$ cat src/rtl/rs232_packet_tx.sv
// Packet transmitter for the RS232 command/response link: frames a latched
// address and data word as an 8-byte packet and sends it as UART 8N1, LSB first.
module rs232_packet_tx #(
  parameter int CLKS_PER_BIT = 2580,
  parameter int GAP_CLKS     = 0
) (
  input  logic        clk,
  input  logic        rst,
  input  logic        tx_start,
  input  logic [6:0]  addr_in,
  input  logic [31:0] data_in,
  output logic        tx,
  output logic        busy,
  output logic        done
);

  localparam int CNT_W = (CLKS_PER_BIT + GAP_CLKS > 1) ? $clog2(CLKS_PER_BIT + GAP_CLKS) : 1;
  localparam logic [CNT_W-1:0] BIT_LAST = CNT_W'(CLKS_PER_BIT - 1);
  localparam logic [CNT_W-1:0] GAP_LAST = CNT_W'((GAP_CLKS > 0) ? GAP_CLKS - 1 : 0);
  localparam logic [CNT_W-1:0] CNT_ONE  = CNT_W'(1);

  typedef enum logic [2:0] {
    IDLE  = 3'd0,
    LOAD  = 3'd1,
    START = 3'd2,
    DATA  = 3'd3,
    STOP  = 3'd4,
    GAP   = 3'd5
  } state_t;

  state_t           state_q, state_d;
  logic [CNT_W-1:0] cnt_q, cnt_d;
  logic [2:0]       bit_q, bit_d;
  logic [2:0]       byte_q, byte_d;
  logic [7:0]       shift_q, shift_d;
  logic [6:0]       addr_q, addr_d;
  logic [31:0]      data_q, data_d;
  logic             tx_q, tx_d;
  logic             busy_q, busy_d;
  logic             done_q, done_d;
  logic [7:0]       checksum;
  logic [7:0]       cur_byte;

  // Handshake: tx_start is a request honoured only while busy is low (IDLE);
  // busy rises on the accepting edge and falls together with the done pulse.
  assign tx   = tx_q;
  assign busy = busy_q;
  assign done = done_q;

  assign checksum = {1'b0, addr_q} ^ data_q[7:0] ^ data_q[15:8] ^ data_q[23:16] ^ data_q[31:24];

  always_comb begin
    cur_byte = 8'h03;
    case (byte_q)
      3'd0:    cur_byte = 8'h02;
      3'd1:    cur_byte = {1'b0, addr_q};
      3'd2:    cur_byte = data_q[7:0];
      3'd3:    cur_byte = data_q[15:8];
      3'd4:    cur_byte = data_q[23:16];
      3'd5:    cur_byte = data_q[31:24];
      3'd6:    cur_byte = checksum;
      default: cur_byte = 8'h03;
    endcase
  end

  always_ff @(posedge clk) begin
    if (rst) begin
      state_q <= IDLE;
      cnt_q   <= '0;
      bit_q   <= '0;
      byte_q  <= '0;
      shift_q <= '0;
      addr_q  <= '0;
      data_q  <= '0;
      tx_q    <= 1'b1;
      busy_q  <= 1'b0;
      done_q  <= 1'b0;
    end else begin
      state_q <= state_d;
      cnt_q   <= cnt_d;
      bit_q   <= bit_d;
      byte_q  <= byte_d;
      shift_q <= shift_d;
      addr_q  <= addr_d;
      data_q  <= data_d;
      tx_q    <= tx_d;
      busy_q  <= busy_d;
      done_q  <= done_d;
    end
  end

  // tx_d is the level the line takes in the state being entered, so the
  // serial output is always a flop with no path from the inputs.
  always_comb begin
    state_d = state_q;
    cnt_d   = cnt_q;
    bit_d   = bit_q;
    byte_d  = byte_q;
    shift_d = shift_q;
    addr_d  = addr_q;
    data_d  = data_q;
    tx_d    = tx_q;
    busy_d  = busy_q;
    done_d  = 1'b0;
    case (state_q)
      IDLE: begin
        tx_d = 1'b1;
        if (tx_start) begin
          addr_d  = addr_in;
          data_d  = data_in;
          busy_d  = 1'b1;
          byte_d  = '0;
          bit_d   = '0;
          cnt_d   = '0;
          state_d = LOAD;
        end
      end
      LOAD: begin
        shift_d = cur_byte;
        cnt_d   = '0;
        tx_d    = 1'b0;
        state_d = START;
      end
      START: begin
        if (cnt_q == BIT_LAST) begin
          cnt_d   = '0;
          bit_d   = '0;
          tx_d    = shift_q[0];
          state_d = DATA;
        end else begin
          cnt_d = cnt_q + CNT_ONE;
        end
      end
      DATA: begin
        if (cnt_q == BIT_LAST) begin
          cnt_d = '0;
          if (bit_q == 3'd7) begin
            tx_d    = 1'b1;
            state_d = STOP;
          end else begin
            shift_d = {1'b0, shift_q[7:1]};
            tx_d    = shift_q[1];
            bit_d   = bit_q + 3'd1;
          end
        end else begin
          cnt_d = cnt_q + CNT_ONE;
        end
      end
      STOP: begin
        if (cnt_q == BIT_LAST) begin
          cnt_d = '0;
          if (byte_q == 3'd7) begin
            busy_d  = 1'b0;
            done_d  = 1'b1;
            state_d = IDLE;
          end else if (GAP_CLKS > 0) begin
            state_d = GAP;
          end else begin
            byte_d  = byte_q + 3'd1;
            state_d = LOAD;
          end
        end else begin
          cnt_d = cnt_q + CNT_ONE;
        end
      end
      GAP: begin
        if (cnt_q == GAP_LAST) begin
          cnt_d   = '0;
          byte_d  = byte_q + 3'd1;
          state_d = LOAD;
        end else begin
          cnt_d = cnt_q + CNT_ONE;
        end
      end
      default: begin
        tx_d    = 1'b1;
        busy_d  = 1'b0;
        state_d = IDLE;
      end
    endcase
  end

endmodule
$ cat config.mk
export PLATFORM = sky130hd
export DESIGN_NAME = rs232_packet_tx
export DESIGN_NICKNAME = d
export VERILOG_FILES = /design/src/rtl/rs232_packet_tx.sv
export SDC_FILE = /design/constraint.sdc
export NUM_CORES = 1
export LEC_CHECK = 0
export ABC_AREA = 1
export ABC_CLOCK_PERIOD_IN_PS = 1700
export BUFFER_PORTS_ARGS = -buffer_cell sky130_fd_sc_hd__buf_2
export CORE_UTILIZATION = 59
export CTS_CLUSTER_DIAMETER = 100
export CTS_CLUSTER_SIZE = 8
export DETAILED_ROUTE_END_ITERATION = 7
export GPL_ROUTABILITY_DRIVEN = 0
export GPL_TIMING_DRIVEN = 0
export MAX_ROUTING_LAYER = met4
export PLACE_DENSITY = 0.76
export SYNTH_ARGS = -nofsm -noshare
export SYNTH_HDL_FRONTEND = slang
export SYNTH_SLANG_ARGS = --single-unit
export TNS_END_PERCENT = 5
$ cat constraint.sdc
create_clock -name clk -period 1.7 [get_ports clk]
set_input_delay 0.085 -clock clk [delete_from_list [all_inputs] [get_ports clk]]
set_output_delay 0.085 -clock clk [all_outputs]
set_load 0.05 [all_outputs]
======== Word-level counts from Yosys, hierarchy flattened ========
Cells that the tools add are included.
cells by class
  equal/unequal tests ..................... 23
  bitwise gates (word level) .............. 8
  reduce and logical (&&, ||, !) cells .... 19
  muxes and demuxes ....................... 34
  $add $sub $neg .......................... 3
operator list
  operator               count
  $pmux 8 s7             1
  $pmux 12 s4            1
  $mux 3                 13
  $mux 12                3
  $xor 8x8->8            3
  $eq 3x3->1 const B     7
  $ne 2x2->1 const B     9
  $pmux 3 s3             2
  $pmux 3 s6             1
  $mux 8                 2
  $pmux 8 s2             1
  $add 12x1->12 const B  1
  $eq 12x12->1 const B   1
  $eq 3x2->1 const B     4
  $logic_not 12->1       1
  $reduce_and 5->1       2
  $mux 1                 8
  $xor 7x8->8            1
  $add 3x1->3 const B    2
  $eq 3x1->1 const B     2
  $logic_not 3->1        2
  $reduce_and 3->1       2
  $reduce_and 6->1       1
  $reduce_bool 3->1      2
  other kinds (10)       15
storage, ports and cells
  flip-flop bits (word level) ............. 71
  word-level logic and storage cells ...... 97
  output and inout port bits .............. 3
  bits of input ports ..................... 42

======== Depth between registers and ports, before layout ========
  word-level depth ........................ 6
  gate-level depth with buffers ........... 11
  mapped depth without buffers ............ 11

======== Worst setup path after synthesis ========
OpenSTA, ideal clock, no wires.
  path kind ............................... flip-flop to flip-flop
  start ................................... register cnt_q[0]
  end ..................................... register cnt_q[1]
  library setup time ...................... 0.109 ns
  arrival time ............................ 1.344 ns
  stages on the path, launching flop included .. 11
  path slack .............................. 0.247 ns
  required time ........................... 1.591 ns
  period minus slack after synthesis ...... 1.453 ns
  path buffers ............................ 0
  cell sequence ........................... dfxtp_1 -> ha_1 -> nand3_1 -> nor2_1 -> nand2_1 -> nand2_2 -> nand2_1 -> nand2_1 -> o21ai_0 -> nand2_1 -> inv_1
between the ends
  cells in the longest elaborated chain, start to end .. 3
  elaborated cells on any way between the ends .. 6
  those cells by class .................... add/sub (1); eq/ne (1); mux (3); reduce/logical (1)
RTL lines
  what                                         RTL line  source
  start, declared                              32        logic [CNT_W-1:0] cnt_q, cnt_d;
  start signal, assigned                       80        cnt_q <= cnt_d;
  $add 12x1->12, or another cell as far along  -
  $mux 12, on equally long branches            -
  $pmux 12 s4 *                                105       case (state_q)
Mark *: on every way between the ends. The rest lies on a longest branch, timed or not.
A chain may end at the register's enable or synchronous reset.

======== Worst setup path in the final report ========
  start ................................... register byte_q[0]
  end ..................................... register shift_q[1]
between the ends
  cells in the longest elaborated chain, start to end .. 3
  elaborated cells on any way between the ends .. 9
  those cells by class .................... eq/ne (6); mux (2); reduce/logical (1)
RTL lines
  what                                      RTL line  source
  start, declared                           34        logic [2:0] byte_q, byte_d;
  start signal, assigned                    82        byte_q <= byte_d;
  $eq 3x3->1, or another cell as far along  54        case (byte_q)
  $pmux 8 s7 *                              54
  $pmux 8 s2 *                              105
  end signal, assigned                      83        shift_q <= shift_d;
  end, declared                             35        logic [7:0] shift_q, shift_d;
Marked as above.

==> results.toml <==
[critical_path]
crit_type = "reg -> reg"
startpoint_type = "flop"
end_kind = "flop"
crit_start = "byte_q[0]$_SDFFE_PP0P_"
r2r_start = "byte_q[0]$_SDFFE_PP0P_"
rrSetupSlack_ns = 0.09
reg2reg_to = "shift_q[1]$_SDFFE_PP0P_"
crit_arrival_ns = 1.84
r2r_cells = 8
crit_required_ns = 1.92
cp_max_fo = 8

[logic_synthesis]
syn_inst = 621
synth_warnings = 0
ys_types = 33
yosysSeqAreaShare_pct = 35.1
synth.avg_cell_area_um2 = 6.52
ys_ff_latch = 71
syn_nets = 673
mappedNetlistArea_mm2 = 0.00405

[hold_path]
whs_endpoint = "data_q[20]$_SDFFE_PP0P_"
hp-class = "in -> reg"
hp-start = "data_in[20]"
worstHoldPathCells = 3

[layout]
drive_gt1_share_pct = 15.5
final_nets = 729
register_area_mm2 = 0.00143
final_util_pct = 71.4
fillers = 610
num_antenna_cells = 0
fin_cells = 759
syn2layout_area_growth_pct = 14.4
multi_input_comb_area_mm2 = 0.00224

[die]
rows = 29
start_util_pct = 62.4
dieWidth_um = 84.9
io_pins = 45
die_h_um = 84.9
die_area_mm2 = 0.00720
coreArea_mm2 = 0.00649

[timing]
rsz0062_at_grt = "true"
worst_hold_slack_ns = 0.00283
fmax_mhz = 620
finalHoldViolCount = 0
worst_pin_slew_ns = 0.505
setup_viol = 0
relSlewSlack_pct = 66.4
skew_ns = 0.00808
fin_crit_sh_pct = 94.9
post-route-min-period_ns = 1.61
drv_slew = 0

[power_and_ir_drop]
total_power_w = 0.00718
power.static_leakage_nw = 2.23
irDropWorstVdd_v = 0.000832
p_per_area_mw_per_mm2 = 1550

[detailed_routing]
route.detailed.drc = 3
routed_wl_mm = 10.5
drt_iter0_markers = 255
via_per_inst = 5.46
ant_nets = 0
vias = 4141
wire_per_inst_um = 13.8
firstDrtPassIters = 8

[global_routing]
grt_pass1_vias = 3871
grt.overflow.total = 0
grt_pass1_wl_mm = 17.5
busiest_layer = "met2"
use_met1_pct = 40.2
antenna_found_initial = 0
grt_usage_pct = 31.7
grtUsageMet2_pct = 52.3
grt_max_degree = 12
use_met3_pct = 4.38

[outcome]
status = "finished with violations"
violations = "DRC"

[clock_network]
clk_pin_slew_ns = 0.08
cts-root-buf = "clkbuf_8"
htreeDepth = 3
cts_tree = "done"
clock_sinks = 71
cts_inserted_buffers = 9
clock_latency_ns = 0.35
max-clock-path-buffers = 2

[placement]
portBuffers = 43
place_hpwl_mm = 7.66
place_inst = 741

[run]
cap_violations = 0
## critical path: stages (launching register included)
cell     delay, ns
dfxtp_1       0.37
inv_1         0.10
ha_1          0.24
nand2_2       0.22
o22ai_1       0.12
nor3_1        0.18
nand2_1       0.11
nand2_1       0.08
a21oi_1       0.06
## synth_stat cells
cell type	count	area, um2
inv_1	87	327
inv_2	3	11.3
xor2_1	1	8.76
buf_2	2	10.0
o21bai_1	1	7.51
nor2_4	4	45.0
clkbuf_1	9	33.8
nor4_1	1	6.26
nand4_1	12	75.1
nor2_1	46	173
nand3b_1	3	22.5
ha_1	10	125
o21ai_0	54	270
o22ai_1	11	68.8
nand3_2	1	10.0
buf_6	3	33.8
nor2_2	1	6.26
nand2_1	161	604
or2_1	1	6.26
nand3_4	1	17.5
a21oi_2	2	17.5
nand2_4	1	11.3
dfxtp_1	71	1420
xnor2_1	8	70.1
o21ai_2	2	17.5
o211ai_1	3	22.5
nand3_1	32	160
nand2b_1	2	12.5
clkbuf_2	1	5.00
nand2_2	7	43.8
buf_4	3	22.5
a21oi_1	64	320
nor3_1	13	65.1
## cell type report
type                    instances  area share (%)
plain buffers                  18            2.35
clock buffers                  12            3.13
clock inverters                 4           0.972
inverters                      90            7.29
multi-input cells             442            48.4
flip-flops and latches         71            30.7
well taps                      77            2.08
repair buffers                 45            5.02
## state kept, by name, indices dropped and copies added, names as in the netlist
name / flops
data_q: 32
tx: 1
addr_q: 7
busy: 1
cnt_q: 12
state_q: 3
bit_q: 3
done: 1
shift_q: 8
byte_q: 3
## cells in the final DEF (no fill, tap or decap), types with 5 or more instances in the layout
cell type  synthesis  layout
xnor2_1            8       8
o21ai_1            0       5
nor3_1            13      12
ha_1              10       8
clkbuf_1           9       8
dfxtp_1           71      68
nand4_1           12      12
nand3_1           32      32
nand2_1          161     154
nor2_1            46      46
a21oi_1           64      64
clkbuf_8           0      10
nand2_2            7      12
o22ai_1           11      11
inv_1             87      86
buf_2              2      46
o21ai_0           54      49
## power breakdown
part | internal [W] | switching, W | total [W] | leakage, nW
Combinational | 0.00118 | 0.00217 | 0.00335 | 1.54
Clock | 0.000712 | 0.000629 | 0.00134 | 0.100
Sequential | 0.00212 | 0.000363 | 0.00249 | 0.584
Total | 0.00401 | 0.00316 | 0.00718 | 2.23
## timing repair
item	in CTS	in global routing
hold buffers	1	0
resized for setup	5	23
cloned	0	0
buffers inserted	0	1
pin swaps	0	2
hold endpoints to repair	1	0
endpoints found under the setup margin	20	50
## per-layer routing
| metal | up-vias | wire length [um] |
|---|---|---|
| li1 | 2128 | - |
| met1 | 1889 | 4890 |
| met2 | 111 | 4830 |
| met3 | 13 | 584 |
| met4 | 0 | 163 |
| met5 | - | 0 |
## worst max path at each step
stage                                          to  slack [ns]  depth (start not counted)
final                     shift_q[1]$_SDFFE_PP0P_        0.09                          8
after detailed placement  data_q[24]$_SDFFE_PP0P_       -0.05                          7
after global placement      cnt_q[1]$_SDFFE_PP0P_       -0.03                         10
after global routing      shift_q[1]$_SDFFE_PP0P_       -0.04                          9
after CTS                   cnt_q[1]$_SDFFE_PP0P_      0.0004                         10
after floorplan             cnt_q[1]$_SDFFE_PP0P_        0.25                         10
## metrics by stage
step	worst slack [ns]	cell area, um2	TNS (ns)
floorplan	0.247	4050	0
global placement	-0.0314	4360	-0.0383
detailed placement	-0.0539	4360	-0.344
CTS	0.000381	4570	0
global route	-0.0409	4640	-0.131
finish	0.0868	4640	0
## logic make-up after synthesis
kind of cell	after synthesis	share of synthesized area (%)
fa+ha+maj	10	3.09
buf+inv	108	10.9
flops	71	35.1
compound gates	137	17.9
simple gates	286	31.1
xor+xnor	9	1.95
No activity file was read; power rests on OpenSTA's default activity.
